File: src/rtl/fetch_pkg.sv
// Shared types and constants for the instruction-fetch stage.
// Instructions are one or two 16-bit words; bit 15 of the first word marks a long one.
package fetch_pkg;

  typedef enum logic [1:0] {
    VEC_LO = 2'd0,
    VEC_HI = 2'd1,
    FETCH  = 2'd2,
    EXT    = 2'd3
  } fetch_state_e;

  localparam int          MEM_W    = 16;
  localparam int          LONG_BIT = 15;
  localparam int          INSTR_W  = 32;
  localparam logic [15:0] NOP      = 16'h0000;

endpackage

File: src/rtl/fetch_unit.sv
// Instruction-fetch stage: loads the reset vector, then walks the PC and
// assembles 16/32-bit instructions from 16-bit words for the IF/ID boundary.
module fetch_unit
  import fetch_pkg::*;
#(
  parameter int                 ADDR_W         = 32,
  parameter int                 MEM_W          = fetch_pkg::MEM_W,
  parameter logic [ADDR_W-1:0]  RESET_VEC_ADDR = '0
) (
  input  logic                clk,
  input  logic                rst,
  output logic [ADDR_W-1:0]   imem_addr,
  input  logic [MEM_W-1:0]    imem_rdata,
  input  logic                stall,
  input  logic                flush,
  input  logic [ADDR_W-1:0]   redirect_pc,
  output logic [INSTR_W-1:0]  instr,
  output logic [ADDR_W-1:0]   instr_pc,
  output logic                instr_valid,
  output logic [ADDR_W-1:0]   pc
);

  fetch_state_e        state_q;
  logic [ADDR_W-1:0]   pc_q;
  logic [MEM_W-1:0]    lo_q;
  logic [MEM_W-1:0]    hi_q;
  logic [ADDR_W-1:0]   start_q;
  logic [INSTR_W-1:0]  instr_q;
  logic [ADDR_W-1:0]   instr_pc_q;
  logic                instr_valid_q;
  logic                redirect;

  // A redirect only counts once the vector load has finished.
  assign redirect = flush && (state_q == FETCH || state_q == EXT);

  always_comb begin
    case (state_q)
      VEC_LO:  imem_addr = RESET_VEC_ADDR;
      VEC_HI:  imem_addr = RESET_VEC_ADDR + ADDR_W'(1);
      default: imem_addr = pc_q;
    endcase
  end

  always_ff @(posedge clk or posedge rst) begin
    if (rst) begin
      state_q       <= VEC_LO;
      pc_q          <= '0;
      lo_q          <= '0;
      hi_q          <= '0;
      start_q       <= '0;
      instr_q       <= INSTR_W'(NOP);
      instr_pc_q    <= '0;
      instr_valid_q <= 1'b0;
    end else if (redirect) begin
      pc_q          <= redirect_pc;
      state_q       <= FETCH;
      instr_valid_q <= 1'b0;
    end else if (!stall) begin
      case (state_q)
        VEC_LO: begin
          lo_q    <= imem_rdata;
          state_q <= VEC_HI;
        end
        VEC_HI: begin
          pc_q    <= ADDR_W'({imem_rdata, lo_q});
          state_q <= FETCH;
        end
        FETCH: begin
          pc_q <= pc_q + ADDR_W'(1);
          if (imem_rdata[LONG_BIT]) begin
            hi_q          <= imem_rdata;
            start_q       <= pc_q;
            instr_valid_q <= 1'b0;
            state_q       <= EXT;
          end else begin
            instr_q       <= INSTR_W'(imem_rdata);
            instr_pc_q    <= pc_q;
            instr_valid_q <= 1'b1;
          end
        end
        EXT: begin
          instr_q       <= INSTR_W'({hi_q, imem_rdata});
          instr_pc_q    <= start_q;
          instr_valid_q <= 1'b1;
          pc_q          <= pc_q + ADDR_W'(1);
          state_q       <= FETCH;
        end
        default: state_q <= VEC_LO;
      endcase
    end
  end

  assign pc          = pc_q;
  assign instr       = instr_q;
  assign instr_pc    = instr_pc_q;
  assign instr_valid = instr_valid_q;

endmodule
File: config.mk
export PLATFORM = sky130hd
export DESIGN_NAME = fetch_unit
export DESIGN_NICKNAME = d
export VERILOG_FILES = /design/src/rtl/fetch_pkg.sv /design/src/rtl/fetch_unit.sv
export SDC_FILE = /design/constraint.sdc
export NUM_CORES = 1
export LEC_CHECK = 0
export CAP_MARGIN = 0
export CELL_PAD_IN_SITES_DETAIL_PLACEMENT = 2
export CELL_PAD_IN_SITES_GLOBAL_PLACEMENT = 2
export CORE_UTILIZATION = 33
export DETAILED_ROUTE_END_ITERATION = 6
export GPL_TIMING_DRIVEN = 0
export HOLD_SLACK_MARGIN = 0.12
export PLACE_DENSITY_LB_ADDON = 0.1
export SKIP_LAST_GASP = 1
export SLEW_MARGIN = 10
export SYNTH_ARGS = -nofsm -noshare
export SYNTH_HDL_FRONTEND = slang
export SYNTH_SLANG_ARGS = --single-unit
File: constraint.sdc
create_clock -name clk -period 16.93 [get_ports clk]
set_clock_uncertainty 0.1 [all_clocks]
set_input_delay 3.386 -clock clk [delete_from_list [all_inputs] [get_ports clk]]
set_output_delay 3.386 -clock clk [all_outputs]
set_load 0.005 [all_outputs]
# --- Yosys cells after proc, flatten, opt, wreduce, memory -nomap -nowiden ---
# Index checks and enable logic that the tools add are counted.
# Widths: inputs -> output; s select.
totals:
  out_inout_bits: 129
  wordCells: 47
  register_bits: 163
  in_bits: 52
op_classes:
  n_bitwise: 2
  n_eq_ne: 6
  add_sub_neg: 1
  n_mux: 16
  reduce_logical: 14
ops:
  columns: ["op", "n"]
  rows:
  - ["$pmux 32 s2", 4]
  - ["$mux 32", 4]
  - ["$add 32x1->32 const B", 1]
  - ["$reduce_and 4->1", 2]
  - ["$mux 2", 3]
  - ["$pmux 2 s3", 1]
  - ["$reduce_and 2->1", 3]
  - ["$reduce_bool 3->1", 2]
  - ["$eq 2x2->1 const B", 2]
  - ["$reduce_or 2->1", 2]
  - ["$mux 1", 3]
  - ["$ne 3x3->1 const B", 1]
  - ["$reduce_and 3->1", 1]
  - ["$eq 2x1->1 const B", 1]
  - ["$logic_not 2->1", 1]
  - ["$ne 2x1->1 const B", 1]
  - ["$ne 2x2->1 const B", 1]
  - ["$not 1->1", 2]
  - ["$pmux 1 s2", 1]
  - ["$reduce_bool 2->1", 1]
  - ["$logic_and 1x1->1", 1]
  - ["$logic_or 1x1->1", 1]

# --- Longest topological paths before layout ---
# Gate-level depths: netlist of run 1.
logic_depth:
  depth_word: 5
  ltp_mapped: 8
  ltp_nobuf: 6

# --- Worst setup path before layout of run 1 ---
# Ideal clock, no wire load.
synth_timing:
  kind: "in2reg"
  startpoint: "input port flush"
  endpoint: "register hi_q[0]"
  setup_time_ns: 0.125
  t_arrival_ns: 4.763
  path_slack_ns: 11.942
  t_required_ns: 16.705
  path_stages: 6
  n_path_buf: 2
  cell_sequence: "clkbuf_1 nand2b_1 nor2_1 nand2_1 clkbuf_1 mux2_2"
synth_between:
  elab_chain_len: 3
synth_lines:
  columns: ["item", "line", "text"]
  rows:
  - ["start, declared", "fetch_unit.sv:15", "input logic flush,"]
  - ["$logic_and 1x1->1", "fetch_unit.sv:34", "assign redirect = flush && (state_q == FETCH || state_q == EXT);"]
  - ["$not 1->1 (no source line)", null, null]
  - ["$reduce_and 4->1 (no source line)", null, null]
  - ["end signal, assigned", "fetch_unit.sv:71", "hi_q <= imem_rdata;"]
  - ["end, declared", "fetch_unit.sv:26", "logic [MEM_W-1:0] hi_q;"]
# Every way passes these cells.
# A chain may end at the register's enable or synchronous reset.

# --- Final worst setup path of run 1 ---
layout_timing:
  startpoint: "register state_q[1]"
  endpoint: "output port imem_addr[10]"
layout_between:
  elab_chain_len: 2
  elab_cells_between_ends: 3
  classes_between: "eq/ne (1); mux (1); reduce/logical (1)"
layout_lines:
  columns: ["item", "line", "text"]
  rows:
  - ["start, declared", "fetch_unit.sv:23", "fetch_state_e state_q;"]
  - ["start signal, assigned", "fetch_unit.sv:46", "state_q <= VEC_LO;"]
  - ["start signal, assigned", "fetch_unit.sv:56", "state_q <= FETCH;"]
  - ["start signal, assigned", "fetch_unit.sv:62", "state_q <= VEC_HI;"]
  - ["$eq 2x1->1 or $logic_not 2->1 (tied branches)", "fetch_unit.sv:37", "case (state_q)"]
  - ["$pmux 32 s2 (*)", "fetch_unit.sv:37", null]
  - ["end, declared", "fetch_unit.sv:12", "output logic [ADDR_W-1:0] imem_addr,"]
# Every way passes the cells marked *; elsewhere a longest branch is shown, timed or not.

==> results of run 1 <==
cell usage in the layout, fill, tap and decap left out, types with 4 or more instances in the layout:
master | synthesis | layout
and2_1 | 25 | 25
nand3_1 | 9 | 9
inv_1 | 13 | 12
o311ai_0 | 5 | 5
nor4_1 | 8 | 8
o22ai_1 | 12 | 12
a31oi_1 | 8 | 8
nand2_1 | 126 | 126
o21ai_0 | 70 | 70
nor2_1 | 33 | 33
mux2i_1 | 35 | 35
buf_2 | 5 | 5
clkinv_4 | 0 | 4
a21oi_1 | 26 | 26
a22o_1 | 21 | 21
nor3_1 | 9 | 9
clkinvlp_4 | 0 | 4
mux2_2 | 58 | 58
nand2b_1 | 6 | 6
dfrtp_1 | 163 | 163
clkbuf_16 | 0 | 17
buf_1 | 5 | 5
a22oi_1 | 11 | 11
nand4_1 | 9 | 9
clkbuf_1 | 46 | 47
or3_1 | 4 | 4
clkdlybuf4s50_1 | 0 | 179
o31ai_1 | 4 | 4
power groups by stage:
stage | clock (mW) | sequential (mW) | combinational (mW)
after CTS | 0.400 | 0.522 | 0.300
after detailed placement | 0 | 0.528 | 0.297
final | 0.392 | 0.521 | 0.296
after global routing | 0.414 | 0.531 | 0.322
after global placement | 0 | 0.520 | 0.285
after floorplan | 0 | 0.512 | 0.125
cells by family (layout without fill, tap and decap cells):
logic type      after synthesis  in the layout  synth area share, %
fa+ha+maj                     1              1                0.162
simple gates                240            240                 14.4
mux                          93             93                 13.0
flops                       163            163                 53.0
compound gates              184            184                 15.3
buf+inv                      72            284                 3.64
xor+xnor                      4              4                0.455
how the worst max path moves through the flow:
stage,startpoint,endpoint,slack (ns),cells after the start
after floorplan,rst,hi_q[0],9.04,1
after global placement,rst,start_q[1],6.68,2
after detailed placement,stall,instr_pc[1],10.06,7
after CTS,state_q[1],imem_addr[10],10.30,5
after global routing,state_q[1],imem_addr[10],10.07,5
final,state_q[1],imem_addr[10],10.34,5
routing by layer:
metal	vias up	global-route usage, %	share of wire, %
li1	3101	-	-
met2	190	46.0	48
met1	3675	36.7	45
met4	0	9.19	2.3
met5	-	0	0
met3	33	5.16	5.0
tightest hold or removal path, cell delays in order (launching register included):
cell     delay (ns)
dfrtp_1        0.35
nand2_1        0.05
nand2_1        0.05
layout make-up:
type / count / area (um2)
Timing Repair Buffer: 180 / 1820
Clock inverter: 12 / 124
Clock buffer: 20 / 457
Inverter: 13 / 56.3
Buffer: 59 / 231
Sequential cell: 163 / 4080
Tap cell: 313 / 392
Multi-Input combinational cell: 522 / 3340
Fill cell: 2382 / 12300
flip-flops by register name (all words and copies together) (netlist names):
name         cells
hi_q            16
instr           32
lo_q            16
pc              32
state_q          2
instr_pc        32
start_q         32
instr_valid      1
through the flow:
step / worst slack [ns] / area (um2) / hold slack [ns] / instances / power, mW
global route: 10.07 / 10500 / 0.408 / 1282 / 1.27
floorplan: 9.04 / 7700 / 0.336 / 757 / 0.637
global placement: 6.68 / 9880 / 0.352 / 1249 / 0.805
detailed placement: 10.06 / 9920 / 0.360 / 1250 / 0.825
CTS: 10.30 / 10500 / 0.382 / 1282 / 1.22
finish: 10.34 / 10500 / 0.383 / 1282 / 1.21
==> results.tsv, run 1 <==
stage	metric	value	unit
clock_tree	H-tree depth	4	
floorplan	FP Rows	55	
synthesis	Synthesized Nets	810	
routing	ANT nets after route	0	
power_and_ir_drop	VDD IR max	0.0000582	V
clock_tree	Worst-Skew Late Latency	0.43	ns
grt	Global Route Usage Sum	27.8	%
timing	final hold violations	0	
critical_path	arrival time at the worst endpoint	3.10	ns
timing	Tcrit/Tclk final	38.9	%
critical_path	Critical Path Fanout Max	10	
timing	final setup TNS	0	ns
critical_path	Reg-to-Reg End	instr_pc[1]	
routing	total number of vias	6999	
timing	fin. max-slew vios	0	
cells_and_area	Core Util, Final	46.1	%
synthesis	syn avg cell area	10.2	um2
synthesis	area leader, netlist	dfrtp_1	
timing	max frequency	152	MHz
critical_path	worst reg-to-reg path cell count	6	
floorplan	initial core utilization	33.8	%
cells_and_area	Final nets	1009	
routing	post-DR wirelength/cell	24.9	um
cells_and_area	ANT cells	0	
synthesis	ys flop type	dfrtp_1	
synthesis	Mapped Area	7700	um2
power_and_ir_drop	Clk pwr share	32.4	%
floorplan	Top-Level Pins	181	
synthesis	count leader, synth	dfrtp_1	
synthesis	sequential share of the synthesized area	53.0	%
routing	detailed router's first-iteration violation count	350	
power_and_ir_drop	leakage power	4.59	nW
cells_and_area	layout cell share with drive strength beyond 1	10.7	%
clock_tree	CTS buffer count	17	
synthesis	Distinct cells, synth	55	
synthesis	Post-Syn Instances	757	
critical_path	r2r setup slk	13.50	ns
floorplan	die area	23900	um2
timing	Worst Tran Pin Value	1.01	ns
grt	initial antenna violation count	0	
grt	Overflow after GRT	0	
floorplan	Die Wd	155	um
grt	largest net degree at the start of global routing	110	
placement	port bufs	179	
synthesis	#FFs+latches synth	163	
critical_path	CP Launch Type	flop	
floorplan	Core ar.	22800	um2
clock_tree	cts repair resizes	0	
routing	routed wire length	31.9	mm
placement	Placer Congestion	0.858	
routing	DRC viols	0	
critical_path	Worst Setup End Kind	output port	
placement	DP Wirelength	23.1	mm
timing	crit path time final	6.59	ns
power_and_ir_drop	Int Power	840	uW
critical_path	Crit path largest cell delay	0.66	ns
critical_path	CP cell instances	clkbuf_1 -> buf_1 -> clkbuf_1 -> and2_1 -> clkdlybuf4s50_1	
synthesis	Synth top area share	53.0	%
power_and_ir_drop	combinational share of power	24.5	%
timing	Slew HR	32.4	%
routing	drt via density	5.46	
synthesis	Post-synth ARST share	100	%
min_path	hold path start	instr[3]	
grt	global-route wire length before repair	49.2	mm
power_and_ir_drop	Net Sw Frac	30.5	%
power_and_ir_drop	P per Cell Area	115	nW/um2
critical_path	r2r startpoint	state_q[0]	
critical_path	most used cell along the critical path	clkbuf_1	
clock_tree	Post CTS Setup Buffer Count	0	
timing	# setup viols final	0	
grt	vias in the first global route	7668	
clock_tree	clock buffer depth	2	
synthesis	EDFF count, synth	0	
clock_tree	Post-CTS Hold Buffers	0	
critical_path	slowest CP cell	clkbuf_1	
min_path	Hold Path Class	reg -> reg	
min_path	Hold Path End	instr[3]	
power_and_ir_drop	switching pwr	368	uW
synthesis	top cells by area, synth	dfrtp_1 53%, mux2_2 8.5%, nand2_1 6.1%	
critical_path	Crit Path Class	reg -> out	
min_path	Cells on Worst Hold Path	2	
job	max-cap violations	0	
clock_tree	# clock sinks	163	
synthesis	synth cell count leaders	163 x dfrtp_1, 126 x nand2_1, 70 x o21ai_0	
floorplan	Die Ht	155	um
critical_path	Req. time, crit path	13.44	ns
cells_and_area	P&R area growth vs syn	36.4	%
power_and_ir_drop	sequential share of power	43.1	%
routing	First-pass DRT Iterations	5	
clock_tree	clock tree from TritonCTS	yes	
clock_tree	Reg clk slew, reported paths	0.07	ns
timing	RSZ-0062 raised after global routing	no	
run_status	status	finished clean	
critical_path	Buf+Inv Stages, Crit Path	4	
synthesis	number of synthesis warnings	0	
critical_path	CP top delay family	buffers and inverters	
clock_tree	root buf cell	clkbuf_16	
Note: power is estimated with default switching activity, not from simulation.
==> run 2: changes to the inputs <==
--- a/config.mk
+++ b/config.mk
@@ -8,7 +8,7 @@
 export CAP_MARGIN = 0
 export CELL_PAD_IN_SITES_DETAIL_PLACEMENT = 2
 export CELL_PAD_IN_SITES_GLOBAL_PLACEMENT = 2
-export CORE_UTILIZATION = 33
+export CORE_UTILIZATION = 28
 export DETAILED_ROUTE_END_ITERATION = 6
 export GPL_TIMING_DRIVEN = 0
 export HOLD_SLACK_MARGIN = 0.12
==> constraint.sdc (replaced) <==
create_clock -name clk -period 6.01 [get_ports clk]
set_clock_uncertainty 0.1 [all_clocks]
set_input_delay 1.202 -clock clk [delete_from_list [all_inputs] [get_ports clk]]
set_output_delay 1.202 -clock clk [all_outputs]
set_load 0.005 [all_outputs]
==> results.tsv, run 2 (same netlist as run 1, synthesis figures left out) <==
stage	metric	value	unit	change
run_status	status	finished clean		
timing	final hold violations	0		unchanged
critical_path	Critical Path Fanout Max	10		unchanged
job	max-cap violations	0		unchanged
routing	drt via density	5.21		-4.6%
power_and_ir_drop	switching pwr	997	uW	+170%
placement	placed cells	1278		+2.2%
cells_and_area	final instance area	10600	um2	+0.83%
power_and_ir_drop	Net Sw Frac	28.5	%	-2.0 points
floorplan	Top-Level Pins	181		unchanged
timing	final setup margin	1.64	ns	-8.70 ns
cells_and_area	layout cell share with drive strength beyond 1	10.6	%	-0.17 points
cells_and_area	non-filler cells, final	1307		+2.0%
placement	Placer Congestion	0.813		-5.2%
clock_tree	clock buffer depth	2		unchanged
clock_tree	Post-CTS Hold Buffers	0		unchanged
timing	RSZ-0062 raised after global routing	no		
placement	placed cell area	9950	um2	+0.35%
min_path	hold path start	instr_pc[20]		
timing	hold slack final	0.381	ns	-0.00235 ns
critical_path	Worst Setup End Kind	output port		
clock_tree	root buf cell	clkbuf_16		
grt	vias in the first global route	7372		-3.9%
routing	ANT nets after route	0		unchanged
power_and_ir_drop	sequential share of power	41.7	%	-1.4 points
cells_and_area	most frequent cells in the layout	179 x clkdlybuf4s50_1, 163 x dfrtp_1, 126 x nand2_1, 70 x o21ai_0, 58 x mux2_2		
critical_path	worst setup path startpoint	state_q[1]		
critical_path	r2r setup slk	2.86	ns	-10.64 ns
critical_path	Crit Path Class	reg -> out		
routing	total number of vias	6807		-2.7%
power_and_ir_drop	Final Power	3.50	mW	+190%
timing	Tcrit/Tclk final	72.8	%	
placement	port bufs	179		unchanged
grt	Overflow after GRT	0		unchanged
timing	Slew HR	20.9	%	-12 points
timing	fin. max-slew vios	0		unchanged
power_and_ir_drop	VDD IR max	0.000138	V	+140%
power_and_ir_drop	leakage power	4.61	nW	+0.58%
cells_and_area	Final nets	1009		unchanged
cells_and_area	FILL cells	2916		+22%
clock_tree	Post CTS Setup Buffer Count	0		unchanged
timing	final setup TNS	0	ns	unchanged
grt	global-route wire length before repair	46.8	mm	-4.9%
floorplan	FP Rows	60		+9.1%
clock_tree	Worst-Skew Late Latency	0.43	ns	about the same
critical_path	r2r startpoint	state_q[0]		
clock_tree	CTS buffer count	17		unchanged
routing	post-DR wirelength/cell	23.5	um	-5.5%
floorplan	Die Wd	168	um	+8.4%
power_and_ir_drop	P per Cell Area	330	nW/um2	+190%
cells_and_area	most common cell after layout, fill and taps aside	clkdlybuf4s50_1		
cells_and_area	P&R area growth vs syn	37.5	%	
cells_and_area	area of the multi-input gates	3340	um2	unchanged
routing	First-pass DRT Iterations	4		-1
grt	Global Route Usage Sum	22.5	%	-5.3 points
routing	DRC viols	0		unchanged
grt	initial antenna violation count	2		+2
critical_path	arrival time at the worst endpoint	3.07	ns	-0.03 ns
floorplan	die area	28200	um2	+18%
cells_and_area	ANT cells	0		unchanged
critical_path	Req. time, crit path	4.71	ns	-8.73 ns
floorplan	Die Ht	168	um	+8.4%
clock_tree	H-tree depth	4		unchanged
min_path	Hold Path Class	reg -> reg		
floorplan	Core ar.	27000	um2	+18%
timing	# setup viols final	0		unchanged
routing	routed wire length	30.7	mm	-3.6%
placement	DP Wirelength	22.3	mm	-3.1%
timing	Worst Tran Pin Value	1.18	ns	+0.170 ns
floorplan	initial core utilization	28.6	%	-5.2 points
placement	Setup WS pre-CTS	1.65	ns	-8.40 ns
clock_tree	Reg clk slew, reported paths	0.06	ns	about the same
cells_and_area	Core Util, Final	39.3	%	-6.8 points
power_and_ir_drop	Clk pwr share	34.9	%	+2.5 points
grt	largest net degree at the start of global routing	92		-16%
cells_and_area	Seq. cell area	4080	um2	unchanged
timing	crit path time final	4.37	ns	
power_and_ir_drop	combinational share of power	23.4	%	-1.1 points
power_and_ir_drop	Int Power	2.50	mW	+200%
timing	max frequency	229	MHz	
critical_path	CP Launch Type	flop		
clock_tree	# clock sinks	163		unchanged
routing	detailed router's first-iteration violation count	293		-16%
clock_tree	clock tree from TritonCTS	yes		
clock_tree	cts repair resizes	0		unchanged
==> run 2: cell types whose count changed in the layout (fill, tap and decap cells not counted) <==
cell / delta
clkbuf_8: -2
clkbuf_1: -1
bufinv_16: +4
inv_8: -1
clkinv_4: -2
clkinvlp_4: -1
==> run 2: power by group through the flow <==
stage | registers, mW | logic (mW) | clock network (mW)
floorplan | 1.44 | 0.351 | 0
global placement | 1.47 | 0.807 | 0
detailed placement | 1.48 | 0.828 | 0
CTS | 1.46 | 0.833 | 1.25
global route | 1.49 | 0.897 | 1.29
finish | 1.46 | 0.818 | 1.22
==> run 2: path summary, 6_finish.rpt <==
path                            endpoint  cells after the start
setup / recovery           imem_addr[21]                      5
hold / removal              instr_pc[20]                      2
setup reg to reg             instr_pc[0]                      6
hold reg to reg             instr_pc[20]                      2
max in group asynchronous         pc[13]                      3
min in group asynchronous   instr_pc[27]                      2
==> run 2: worst max-delay path: stages, from the launching register on <==
cell and delay [ns]:
dfrtp_1 0.41, clkbuf_1 0.36, buf_1 0.50, clkbuf_1 0.61, and2_1 0.24, clkdlybuf4s50_1 0.50
==> run 2: layer usage <==
layer / part of all wire (%) / vias to the layer above / routed length [um] / GRT usage [%]
met4: 2.0 / 4 / 620 / 7.14
met3: 5.4 / 40 / 1670 / 5.29
met1: 46 / 3500 / 14300 / 30.0
met5: 0.075 / - / 23 / 0
met2: 46 / 165 / 14100 / 35.9
li1: - / 3098 / - / -
==> run 2: cell type report <==
| type | instances | share of cell area (%) |
|---|---|---|
| repair buffers | 180 | 17.2 |
| clock buffers | 17 | 4.02 |
| clock inverters | 12 | 1.96 |
| inverters | 13 | 0.532 |
| plain buffers | 59 | 2.19 |
| flip-flops and latches | 163 | 38.5 |
| well taps | 341 | 4.03 |
| multi-input cells | 522 | 31.5 |
==> run 3: changes to the inputs <==
--- a/config.mk
+++ b/config.mk
@@ -8,7 +8,7 @@
 export CAP_MARGIN = 0
 export CELL_PAD_IN_SITES_DETAIL_PLACEMENT = 2
 export CELL_PAD_IN_SITES_GLOBAL_PLACEMENT = 2
-export CORE_UTILIZATION = 28
+export CORE_UTILIZATION = 31
 export DETAILED_ROUTE_END_ITERATION = 6
 export GPL_TIMING_DRIVEN = 0
 export HOLD_SLACK_MARGIN = 0.12
==> constraint.sdc (replaced) <==
create_clock -name clk -period 4.19 [get_ports clk]
set_clock_uncertainty 0.1 [all_clocks]
set_input_delay 0.838 -clock clk [delete_from_list [all_inputs] [get_ports clk]]
set_output_delay 0.838 -clock clk [all_outputs]
set_load 0.005 [all_outputs]
==> results.tsv, run 3 (same netlist as run 1, synthesis figures left out) <==
stage	metric	value	unit	change
critical_path	Reg-to-Reg End	instr_pc[1]		
grt	met3 Track Usage GR	5.21	%	-0.079 points
grt	initial antenna violation count	1		-1
clock_tree	Worst-Skew Late Latency	0.44	ns	about the same
critical_path	arrival time at the worst endpoint	2.92	ns	-0.15 ns
clock_tree	# clock sinks	163		unchanged
critical_path	Worst Setup End Kind	output port		
critical_path	worst setup path startpoint	state_q[1]		
grt	largest net degree at the start of global routing	37		-60%
timing	fin. max-slew vios	0		unchanged
timing	max frequency	259	MHz	
clock_tree	root buf cell	clkbuf_16		
clock_tree	CTS buffer count	17		unchanged
power_and_ir_drop	combinational share of power	24.9	%	+1.5 points
grt	met1 usage	33.6	%	+3.6 points
critical_path	r2r setup slk	0.96	ns	-1.90 ns
cells_and_area	final instance area	10600	um2	-0.26%
critical_path	Req. time, crit path	3.25	ns	-1.46 ns
power_and_ir_drop	Clk pwr share	31.5	%	-3.4 points
timing	Tcrit/Tclk final	92.1	%	
timing	crit path time final	3.86	ns	
power_and_ir_drop	Net Sw Frac	31.0	%	+2.5 points
timing	Slew HR	25.9	%	+5.0 points
timing	RSZ-0062 raised after global routing	no		
grt	met2 Usage GRT	41.4	%	+5.6 points
routing	ANT nets after route	0		unchanged
routing	DRC viols	0		unchanged
cells_and_area	ANT cells	0		unchanged
grt	global-route wire length before repair	48.4	mm	+3.4%
placement	DP Wirelength	23.5	mm	+5.2%
routing	post-DR wirelength/cell	24.1	um	+2.6%
job	max-cap violations	0		unchanged
placement	Placer Congestion	0.843		+3.7%
floorplan	Core ar.	24300	um2	-9.8%
floorplan	Die Wd	160	um	-4.9%
routing	drt via density	5.36		+2.9%
timing	final hold violations	0		unchanged
critical_path	Crit Path Class	reg -> out		
clock_tree	H-tree depth	4		unchanged
power_and_ir_drop	Int Power	3.32	mW	+33%
grt	Overflow after GRT	0		unchanged
cells_and_area	layout cell share with drive strength beyond 1	11.3	%	+0.75 points
run_status	status	finished clean		
min_path	hold path start	hi_q[15]		
power_and_ir_drop	P per Cell Area	456	nW/um2	+38%
power_and_ir_drop	switching pwr	1.49	mW	+50%
routing	First-pass DRT Iterations	4		unchanged
grt	Global Route Usage Sum	25.4	%	+2.9 points
placement	port bufs	179		unchanged
critical_path	CP Launch Type	flop		
clock_tree	clock tree from TritonCTS	yes		
floorplan	initial core utilization	31.7	%	+3.1 points
min_path	Hold Path Class	reg -> reg		
timing	# setup viols final	0		unchanged
routing	detailed router's first-iteration violation count	270		-7.8%
critical_path	crit path to	imem_addr[16]		
placement	placed cells	1265		-1.0%
grt	vias in the first global route	7788		+5.6%
cells_and_area	Final nets	1013		+0.40%
power_and_ir_drop	sequential share of power	43.6	%	+1.9 points
grt	most used routing layer in global routing	met2		
floorplan	FP Rows	57		-5.0%
placement	placed cell area	10000	um2	+0.55%
cells_and_area	non-filler cells, final	1297		-0.77%
critical_path	Critical Path Fanout Max	10		unchanged
timing	hold slack final	0.381	ns	+0.000530 ns
routing	total number of vias	6952		+2.1%
floorplan	Top-Level Pins	181		unchanged
cells_and_area	Core Util, Final	43.4	%	+4.1 points
cells_and_area	P&R area growth vs syn	37.1	%	
cells_and_area	most common cell after layout, fill and taps aside	clkdlybuf4s50_1		
power_and_ir_drop	VDD IR max	0.000243	V	+76%
clock_tree	Reg clk slew, reported paths	0.07	ns	about the same
floorplan	Die Ht	160	um	-4.9%
timing	Worst Tran Pin Value	1.10	ns	-0.0740 ns
clock_tree	clock buffer depth	2		unchanged
critical_path	r2r startpoint	state_q[0]		
routing	routed wire length	31.3	mm	+1.9%
critical_path	worst reg-to-reg path cell count	6		unchanged
power_and_ir_drop	leakage power	4.62	nW	+0.20%
power_and_ir_drop	Final Power	4.81	mW	+38%
floorplan	die area	25500	um2	-9.6%
cells_and_area	most frequent cells in the layout	179 x clkdlybuf4s50_1, 163 x dfrtp_1, 126 x nand2_1, 70 x o21ai_0, 58 x mux2_2		
==> run 3: changes by cell type in the layout (fill, tap and decap cells not counted), moves of 2 or more <==
cell       delta
bufinv_16     -5
buf_12        +4
clkbuf_2      +2
inv_6         +5
clkinv_2      +2
==> run 3: repair_timing <==
item,4_1_cts,5_1_grt
resized for setup,1,1
hold endpoints to repair,0,0
setup endpoints to repair,7,1
hold buffers,0,0
cloned,0,0
buffers inserted,0,0
==> run 3: layout make-up <==
class | count | area, um2
Inverter | 13 | 52.6
Sequential cell | 163 | 4080
Timing Repair Buffer | 184 | 1900
Buffer | 59 | 234
Clock inverter | 14 | 119
Clock buffer | 18 | 429
Multi-Input combinational cell | 522 | 3340
Tap cell | 324 | 405
Fill cell | 2580 | 13800
==> run 3: worst max-delay path, cell delays in order (launching register included) <==
cell,delay [ns]
dfrtp_1,0.41
clkbuf_1,0.45
clkbuf_2,0.41
clkbuf_1,0.47
and2_1,0.23
clkdlybuf4s50_1,0.50
==> run 3: metrics by stage <==
stage	setup slack (ns)	TNS, ns
after floorplan	1.18	0
after global placement	-0.370	-57.25
after detailed placement	-0.00859	-0.0127
after CTS	0.109	0
after global routing	0.206	0
final	0.332	0
==> run 3: worst min path at each step <==
stage | end | slack [ns] | cells past startpoint
CTS | hi_q[15] | 0.38 | 1
global placement | hi_q[15] | 0.35 | 1
finish | hi_q[15] | 0.38 | 1
floorplan | hi_q[15] | 0.34 | 1
detailed placement | hi_q[15] | 0.36 | 1
global route | instr[12] | 0.41 | 2
==> run 3: power by group through the flow <==
stage | clock network (mW) | registers, mW | logic, mW
6_report | 1.52 | 2.10 | 1.20
5_1_grt | 1.62 | 2.14 | 1.31
4_1_cts | 1.55 | 2.10 | 1.22
3_5_place_dp | 0 | 2.13 | 1.21
3_3_place_gp | 0 | 2.10 | 1.15
2_1_floorplan | 0 | 2.07 | 0.504
==> run 3: layer usage <==
metal / wire [um] / vias to the layer above
met2: 15100 / 191
met1: 13900 / 3610
met5: 13 / -
li1: - / 3111
met3: 1710 / 38
met4: 590 / 2
